### config.mk
export PLATFORM = sky130hd
export DESIGN_NAME = debug_readout_sequencer
export DESIGN_NICKNAME = d
export VERILOG_FILES = /design/src/rtl/debug_seq_pkg.sv /design/src/rtl/debug_select_decoder.sv /design/src/rtl/debug_readout_sequencer.sv
export SDC_FILE = /design/constraint.sdc
export NUM_CORES = 1
export LEC_CHECK = 0
export CELL_PAD_IN_SITES_DETAIL_PLACEMENT = 0
export CELL_PAD_IN_SITES_GLOBAL_PLACEMENT = 1
export CORE_MARGIN = 2
export CORE_UTILIZATION = 31
export DETAILED_ROUTE_END_ITERATION = 16
export GPL_ROUTABILITY_DRIVEN = 0
export GPL_TIMING_DRIVEN = 0
export PLACE_DENSITY_LB_ADDON = 0.15
export SYNTH_ARGS = -nofsm -noshare
export SYNTH_HDL_FRONTEND = slang
export SYNTH_SLANG_ARGS = --single-unit
### constraint.sdc
create_clock -name i_clock -period 4.9 [get_ports i_clock]
set_input_delay 1.47 -clock i_clock [delete_from_list [all_inputs] [get_ports i_clock]]
set_output_delay 1.47 -clock i_clock [all_outputs]
set_load 0.02 [all_outputs]
### src/rtl/debug_seq_pkg.sv
// debug_seq_pkg: shared state encoding, select codes and EoD default for the debug readout path
package debug_seq_pkg;
  typedef enum logic [1:0] {IDLE, FETCH, SEND, EOD} state_t;
  localparam logic [5:0] SEL_MEM_DATA = 6'b100000;
  localparam logic [5:0] SEL_MEM_INSTR = 6'b100001;
  localparam logic [5:0] SEL_PC = 6'b100010;
  localparam logic [3:0] SEL_LATCH_A = 4'b1001;
  localparam logic [3:0] SEL_LATCH_B = 4'b1010;
  localparam logic [31:0] EOD_PATTERN_DEFAULT = 32'hFFFF_FFFF;
endpackage

### src/rtl/debug_select_decoder.sv
// debug_select_decoder: maps a 6-bit readout select to its strip length (0 means EoD only)
module debug_select_decoder
  import debug_seq_pkg::*;
#(
  parameter int NB_WORD_IDX = 4,
  parameter int N_LATCH_WORDS = 8
) (
  input  logic [5:0]           select,
  output logic [NB_WORD_IDX:0] n
);
  localparam logic [NB_WORD_IDX:0] ONE = 1;
  localparam logic [NB_WORD_IDX:0] LATCH = (NB_WORD_IDX + 1)'(N_LATCH_WORDS);
  assign n = !select[5] ? ONE :
             (select == SEL_MEM_DATA || select == SEL_MEM_INSTR || select == SEL_PC) ? ONE :
             (select[5:2] == SEL_LATCH_A || select[5:2] == SEL_LATCH_B) ? LATCH : '0;
endmodule

### src/rtl/debug_readout_sequencer.sv
// debug_readout_sequencer: walks a datapath debug strip out as acked frames closed by an EoD frame.
// Define DEBUG_SEQ_TIMEOUT_EN to add an ack watchdog that aborts a stalled strip.
module debug_readout_sequencer
  import debug_seq_pkg::*;
#(
  parameter int NB_CONTROL_FRAME = 32,
  parameter int NB_REQ_SELECT = 6,
  parameter int NB_WORD_IDX = 4,
  parameter int N_LATCH_WORDS = 8,
  parameter logic [NB_CONTROL_FRAME-1:0] EOD_PATTERN = EOD_PATTERN_DEFAULT,
  parameter int TIMEOUT_CYCLES = 1024
) (
  input  logic                        i_clock,
  input  logic                        i_reset,
  input  logic                        i_read_request,
  input  logic [NB_REQ_SELECT-1:0]    i_request_select,
  output logic [NB_REQ_SELECT-1:0]    o_word_select,
  output logic [NB_WORD_IDX-1:0]      o_word_index,
  input  logic [NB_CONTROL_FRAME-1:0] i_word_data,
  output logic [NB_CONTROL_FRAME-1:0] o_frame_to_blaze,
  output logic                        o_frame_valid,
  output logic                        o_frame_last,
  input  logic                        i_frame_ack,
  output logic                        o_busy,
  output logic                        o_req_dropped,
  output logic                        o_timeout
);
  state_t state;
  logic [NB_WORD_IDX:0] n;
  logic [NB_WORD_IDX:0] strip_len;
  logic last_word;
  logic expired;
  debug_select_decoder #(.NB_WORD_IDX(NB_WORD_IDX), .N_LATCH_WORDS(N_LATCH_WORDS)) u_dec (
    .select(i_request_select),
    .n     (n)
  );
  assign o_busy = state != IDLE;
  assign o_req_dropped = i_read_request && o_busy;
  assign last_word = ({1'b0, o_word_index} + 1'b1) == strip_len;
`ifdef DEBUG_SEQ_TIMEOUT_EN
  localparam int NB_TO = $clog2(TIMEOUT_CYCLES + 1);
  logic [NB_TO-1:0] wait_cnt;
  assign expired = o_frame_valid && !i_frame_ack && wait_cnt == NB_TO'(TIMEOUT_CYCLES - 1);
  always_ff @(posedge i_clock) begin
    wait_cnt <= (i_reset || !o_frame_valid || i_frame_ack || expired) ? '0 : wait_cnt + 1'b1;
    o_timeout <= !i_reset && expired;
  end
`else
  assign expired = 1'b0;
  assign o_timeout = 1'b0;
`endif
  // Select and index stay latched after the strip so the datapath mux does not move until the next request
  always_ff @(posedge i_clock)
    if (i_reset) begin
      state <= IDLE;
      o_word_select <= '0;
      o_word_index <= '0;
      strip_len <= '0;
      o_frame_to_blaze <= '0;
      o_frame_valid <= 1'b0;
      o_frame_last <= 1'b0;
    end else if (expired) begin
      state <= IDLE;
      o_frame_valid <= 1'b0;
      o_frame_last <= 1'b0;
    end else
      case (state)
        IDLE: if (i_read_request) begin
          o_word_select <= i_request_select;
          strip_len <= n;
          o_word_index <= '0;
          if (n == '0) begin
            state <= EOD;
            o_frame_to_blaze <= EOD_PATTERN;
            o_frame_valid <= 1'b1;
            o_frame_last <= 1'b1;
          end else state <= FETCH;
        end
        FETCH: begin
          o_frame_to_blaze <= i_word_data;
          o_frame_valid <= 1'b1;
          state <= SEND;
        end
        SEND: if (i_frame_ack) begin
          if (last_word) begin
            state <= EOD;
            o_frame_to_blaze <= EOD_PATTERN;
            o_frame_last <= 1'b1;
          end else begin
            state <= FETCH;
            o_frame_valid <= 1'b0;
            o_word_index <= o_word_index + 1'b1;
          end
        end
        EOD: if (i_frame_ack) begin
          state <= IDLE;
          o_frame_valid <= 1'b0;
          o_frame_last <= 1'b0;
        end
      endcase
endmodule
==> flow_summary.json <==
{
  "status": "completed",
  "ys_seq_elements": 48,
  "drv_slew": 0,
  "max-cap-violations": 0,
  "vdd_drop_max_v": 0.000131,
  "finClkSkew_ns": 0.00413,
  "synth_cell_types": 38,
  "drt-wirelength-per-cell_um": 12.2,
  "fin_cells": 411,
  "hold_slack_ns": 0.457,
  "grtUsageTotal": 0.142,
  "reg2reg_to": "o_frame_to_blaze[5]",
  "rows": 29,
  "clk_latency_ns": 0.29,
  "worstHoldPathCells": 2,
  "post_cts_resized": 0,
  "place_area_um2": 2970,
  "clk_pin_slew_ns": 0.08,
  "fin_setup_tns_ns": 0,
  "fin_ws_ns": 0.619,
  "portBuffers": 87,
  "hold_viol": 0,
  "drc_errors": 0,
  "antenna_cells": 0,
  "grt_start_max_net_pins": 14,
  "hpwl_um": 3620,
  "hold_path_class": "reg -> reg",
  "drive_above_1_share": 0.0509,
  "fin_nets": 377,
  "fillCellCount": 658,
  "grt.overflow.total": 0,
  "cts_root_buffer": "clkbuf_8",
  "seq_area_frac_synth": 0.479,
  "max_freq_mhz": 234,
  "grt_pass1_wl_um": 8290,
  "timing.rr.start": "o_word_index[0]",
  "drtIter0Drc": 46,
  "synth_edf_count": 0,
  "ys_warn_count": 0,
  "cts_setup_buffers": 0,
  "reg2reg_setup_slack_ns": 2.91,
  "dp.cells": 404,
  "dr.pass1.iters": 4,
  "numCtsBuffers": 5,
  "worstHoldStart": "o_word_select[3]",
  "die_w_um": 84.4,
  "synthCells": 240,
  "synth_ff_type": "dfxtp_1",
  "antenna_left": 0,
  "clock_sink_count": 48,
  "cts_hold_buf": 0,
  "vias_per_cell": 4.65,
  "dieArea_um2": 7130,
  "required_ns": 3.43,
  "pre_cts_ws_ns": 0.607,
  "num_io_pins": 89,
  "core_area_um2": 6310,
  "power.density_nw_per_um2": 333,
  "final_common_cell": "clkdlybuf4s50_1",
  "avgSynthCellArea_um2": 8.36,
  "setup_viol": 0,
  "area_delta_synth_final_pct": 52.1,
  "endpoint_kind": "output pin",
  "whs_endpoint": "o_word_select[3]",
  "antenna_found_initial": 0,
  "synth-async-reset-ratio": 0,
  "die_h_um": 84.4,
  "netlist_area_um2": 2010,
  "grt_pass1_vias": 1708,
  "fin_area_um2": 3050,
  "worstPathMaxFanout": 7,
  "min_period_over_period": 0.874,
  "cp-start-kind": "input port",
  "initial_core_util": 0.318,
  "routed-via-count": 1911,
  "final_core_util": 0.483,
  "rsz0062_at_grt": "no",
  "power_mw": 1.01,
  "p_leak_nw": 1.17,
  "rr_worst_depth": 7,
  "crit_arrival_ns": 2.81,
  "syn-num-nets": 283,
  "fin_crit_ns": 4.28,
  "htree_num_levels": 2,
  "wl_um": 5010,
  "final_cell_mix": "clkdlybuf4s50_1, nor2_1, dfxtp_1",
  "cts_tree": "done",
  "clockBufferDepth": 2,
  "path_class": "in -> out"
}
==> registers in the layout, summed over array words and instances (netlist names) <==
register          cells
o_word_index          4
o_word_select         6
o_frame_valid         1
strip_len             2
state                 2
o_frame_last          1
o_frame_to_blaze     32
==> logic make-up after synthesis <==
group	after synthesis	synth area share
flops	48	0.479
other cells	1	0.00187
buf+inv	19	0.0493
simple gates	103	0.211
xor+xnor	5	0.0218
compound gates	63	0.230
fa+ha+maj	1	0.00624
==> how the worst max path moves through the flow <==
stage                              start       endpoint  slack, ns  cells past startpoint
after CTS                 i_read_request  o_req_dropped       0.60                      3
after global placement    i_read_request  o_req_dropped       0.60                      3
after global routing      i_read_request  o_req_dropped       0.58                      3
final                     i_read_request  o_req_dropped       0.62                      3
after detailed placement  i_read_request  o_req_dropped       0.61                      3
after floorplan           i_read_request  o_req_dropped       1.63                      1
==> cell type report <==
cell class                 instances  area [µm²]  share of cell area
inverter                           4        15.0             0.00492
clock buffer                       6        72.6              0.0238
buffer                            15        83.8              0.0275
multi-input combinational        173         946               0.310
timing repair buffer              87         871               0.285
tap                               77        96.3              0.0316
sequential                        48         961               0.315
clock inverter                     1        5.00             0.00164
==> power breakdown <==
group | switching (mW) | internal [mW]
clock | 0.126 | 0.0973
combinational | 0.164 | 0.165
sequential | 0.0239 | 0.438
total | 0.314 | 0.700
==> cells in the mapped netlist, types with 2 or more instances <==
master     n  area [µm²]
a211o_1    2        17.5
nand3_1    3        15.0
buf_6      3        33.8
a31oi_1    2        12.5
a211oi_1   2        15.0
and2_1     2        12.5
clkbuf_1   8        30.0
o21a_1    32         240
xor2_1     2        17.5
inv_1      2        7.51
a22o_1     2        17.5
nor2_1    69         259
inv_2      2        7.51
nand2_1   20        75.1
buf_1      2        7.51
a21oi_1   15        75.1
xnor2_1    3        26.3
dfxtp_1   48         961
nor3_1     2        10.0
==> critical path: stages <==
cell,delay [ns]
clkdlybuf4s50_1,0.58
nor2b_1,0.16
clkdlybuf4s50_1,0.60
==> routing by layer <==
| metal | vias to the layer above | global-route usage | part of all wire |
|---|---|---|---|
| met5 | - | 0 | 0 |
| met2 | 54 | 0.217 | 0.42 |
| li1 | 980 | - | - |
| met1 | 871 | 0.196 | 0.51 |
| met3 | 6 | 0.0334 | 0.055 |
| met4 | 0 | 0.0476 | 0.014 |
Note: power is estimated with default switching activity, not from simulation.
==> edit: new RTL, same settings <==
Add a define of `DEBUG_SEQ_TIMEOUT_EN`.
--- a/src/rtl/debug_readout_sequencer.sv
+++ b/src/rtl/debug_readout_sequencer.sv
@@ -1,4 +1,6 @@
 // debug_readout_sequencer: walks a datapath debug strip out as acked frames closed by an EoD frame.
 // Define DEBUG_SEQ_TIMEOUT_EN to add an ack watchdog that aborts a stalled strip.
+`define DEBUG_SEQ_TIMEOUT_EN
+
 module debug_readout_sequencer
   import debug_seq_pkg::*;
Check against the original RTL: same outputs for any inputs over 10 cycles, from zero or initial values and one cycle with i_reset high; that may be too few to reach the edited logic, so the function may still have changed.
==> edit against the original RTL <==
- synthesized area increased by 45%
- sequential cell count increased by 12
- sequential power increased by 59%
- critical path type unchanged
- utilization is 3.4 points lower
- first-iteration DRC count up 91%
- wire length grew 46%
- die area is 42% higher
- maximum frequency grew 0.66%
- final area up 35%
- register-to-register slack got worse by 0.53 ns
- worst setup slack better by 0.028 ns
- total power grew 150%
- highest routed layer unchanged
- worst hold slack got worse by 0.0050 ns
- final cell count grew 27%
==> edit: results <==
global_routing:
  grt_util_all_layers_pct: 15.2
  grt_max_degree: 12
  grt_pass1_vias: 2460
  grt_pass1_wl_um: 12100
pwr:
  p_leak_nw: 1.54
  vdd_ir_drop_max_v: 0.000246
synth:
  syn_inst: 305
  synth_nets: 354
  yosys.area_share.adder_pct: 3.02
  synth-compound-area-share_pct: 28.6
  muxShareOfSynthArea_pct: 2.46
  synth_area_leaders: "dfxtp_1 41%, a311oi_2 16%, a21oi_1 6.4%"
  synth_xor_area_share_pct: 3.32
  synth.distinct_cells: 46
  ys_seq_area_share_pct: 41.4
  yosys-top-cells-count: "60 x dfxtp_1, 39 x inv_1, 37 x a21oi_1"
clock_tree:
  cts_max_level: 3
  clock_latency_ns: 0.34
  cts_inserted_buffers: 9
placement:
  numPortBuffers: 88
  dpl.cell_count: 504
  dpl-instance-area_um2: 3920
  preCtsSetupSlack_ns: 0.630
  dp_hpwl_um: 5290
timing:
  period_share_pct: 86.8
  finClkSkew_ns: 0.0140
run_status:
  status: "finished, final reports clean"
worst_setup_path:
  arrival_ns: 2.78
  critPathMaxFanout: 5
  reg2reg_depth: 8
  r2r_slack_ns: 2.38
  rr_startpoint: "state[0]"
  r2r_end: "o_frame_to_blaze[10]"
drt:
  viasPerCell: 4.86
  drt_first_iter_violations: 88
cells_and_area:
  reg.largest.list: "o_frame_to_blaze x32, wait_cnt x11, o_word_select x6"
  drive_gt1_share_pct: 14.4
  n_fill_cell: 899
  fin_cells: 520
-- edit: cell count changes in the layout (fill, tap and decap cells not counted), sizes merged, moves of 7 or more --
cell	change
a21oi	+22
a311oi	+33
clkbuf	+8
dfxtp	+12
inv	+36
nand2	-12
nor2	-41
o21a	-31
o21ai	+7
-- edit: per-layer routing --
| layer | GRT usage (%) | share of wire, % |
|---|---|---|
| met1 | 20.1 | 48 |
| met2 | 23.1 | 45 |
| met3 | 5.41 | 5.6 |
| met4 | 4.74 | 1.2 |
| met5 | 0 | 0 |
-- edit: final cells by class --
cell class	instances	area, µm²	share of cell area (%)
buffer	21	108	2.62
clock buffer	10	128	3.10
clock inverter	6	63.8	1.55
inverter	39	146	3.56
multi-input combinational	185	1450	35.1
sequential	60	1200	29.2
tap	111	139	3.38
timing repair buffer	88	881	21.4
-- edit: worst min-delay path by stage --
stage                            start  slack [ns]  cells past startpoint           end
after floorplan            wait_cnt[0]        0.42                      1   wait_cnt[0]
after global placement     wait_cnt[0]        0.43                      1   wait_cnt[0]
after detailed placement   wait_cnt[0]        0.45                      1   wait_cnt[0]
after CTS                 wait_cnt[10]        0.46                      2  wait_cnt[10]
after global routing       wait_cnt[0]        0.48                      1   wait_cnt[0]
final                      wait_cnt[0]        0.45                      1   wait_cnt[0]
-- edit: report_power, final --
part / leakage, nW / switching, mW / internal, mW
sequential: 0.491 / 0.0938 / 0.639
clock: 0.0927 / 0.211 / 0.235
combinational: 0.956 / 0.733 / 0.588
total: 1.54 / 1.04 / 1.46
-- edit: logic make-up after synthesis --
group | Yosys count
compound gates | 93
simple gates | 67
buf+inv | 60
flops | 60
xor+xnor | 11
mux | 7
fa+ha+maj | 7
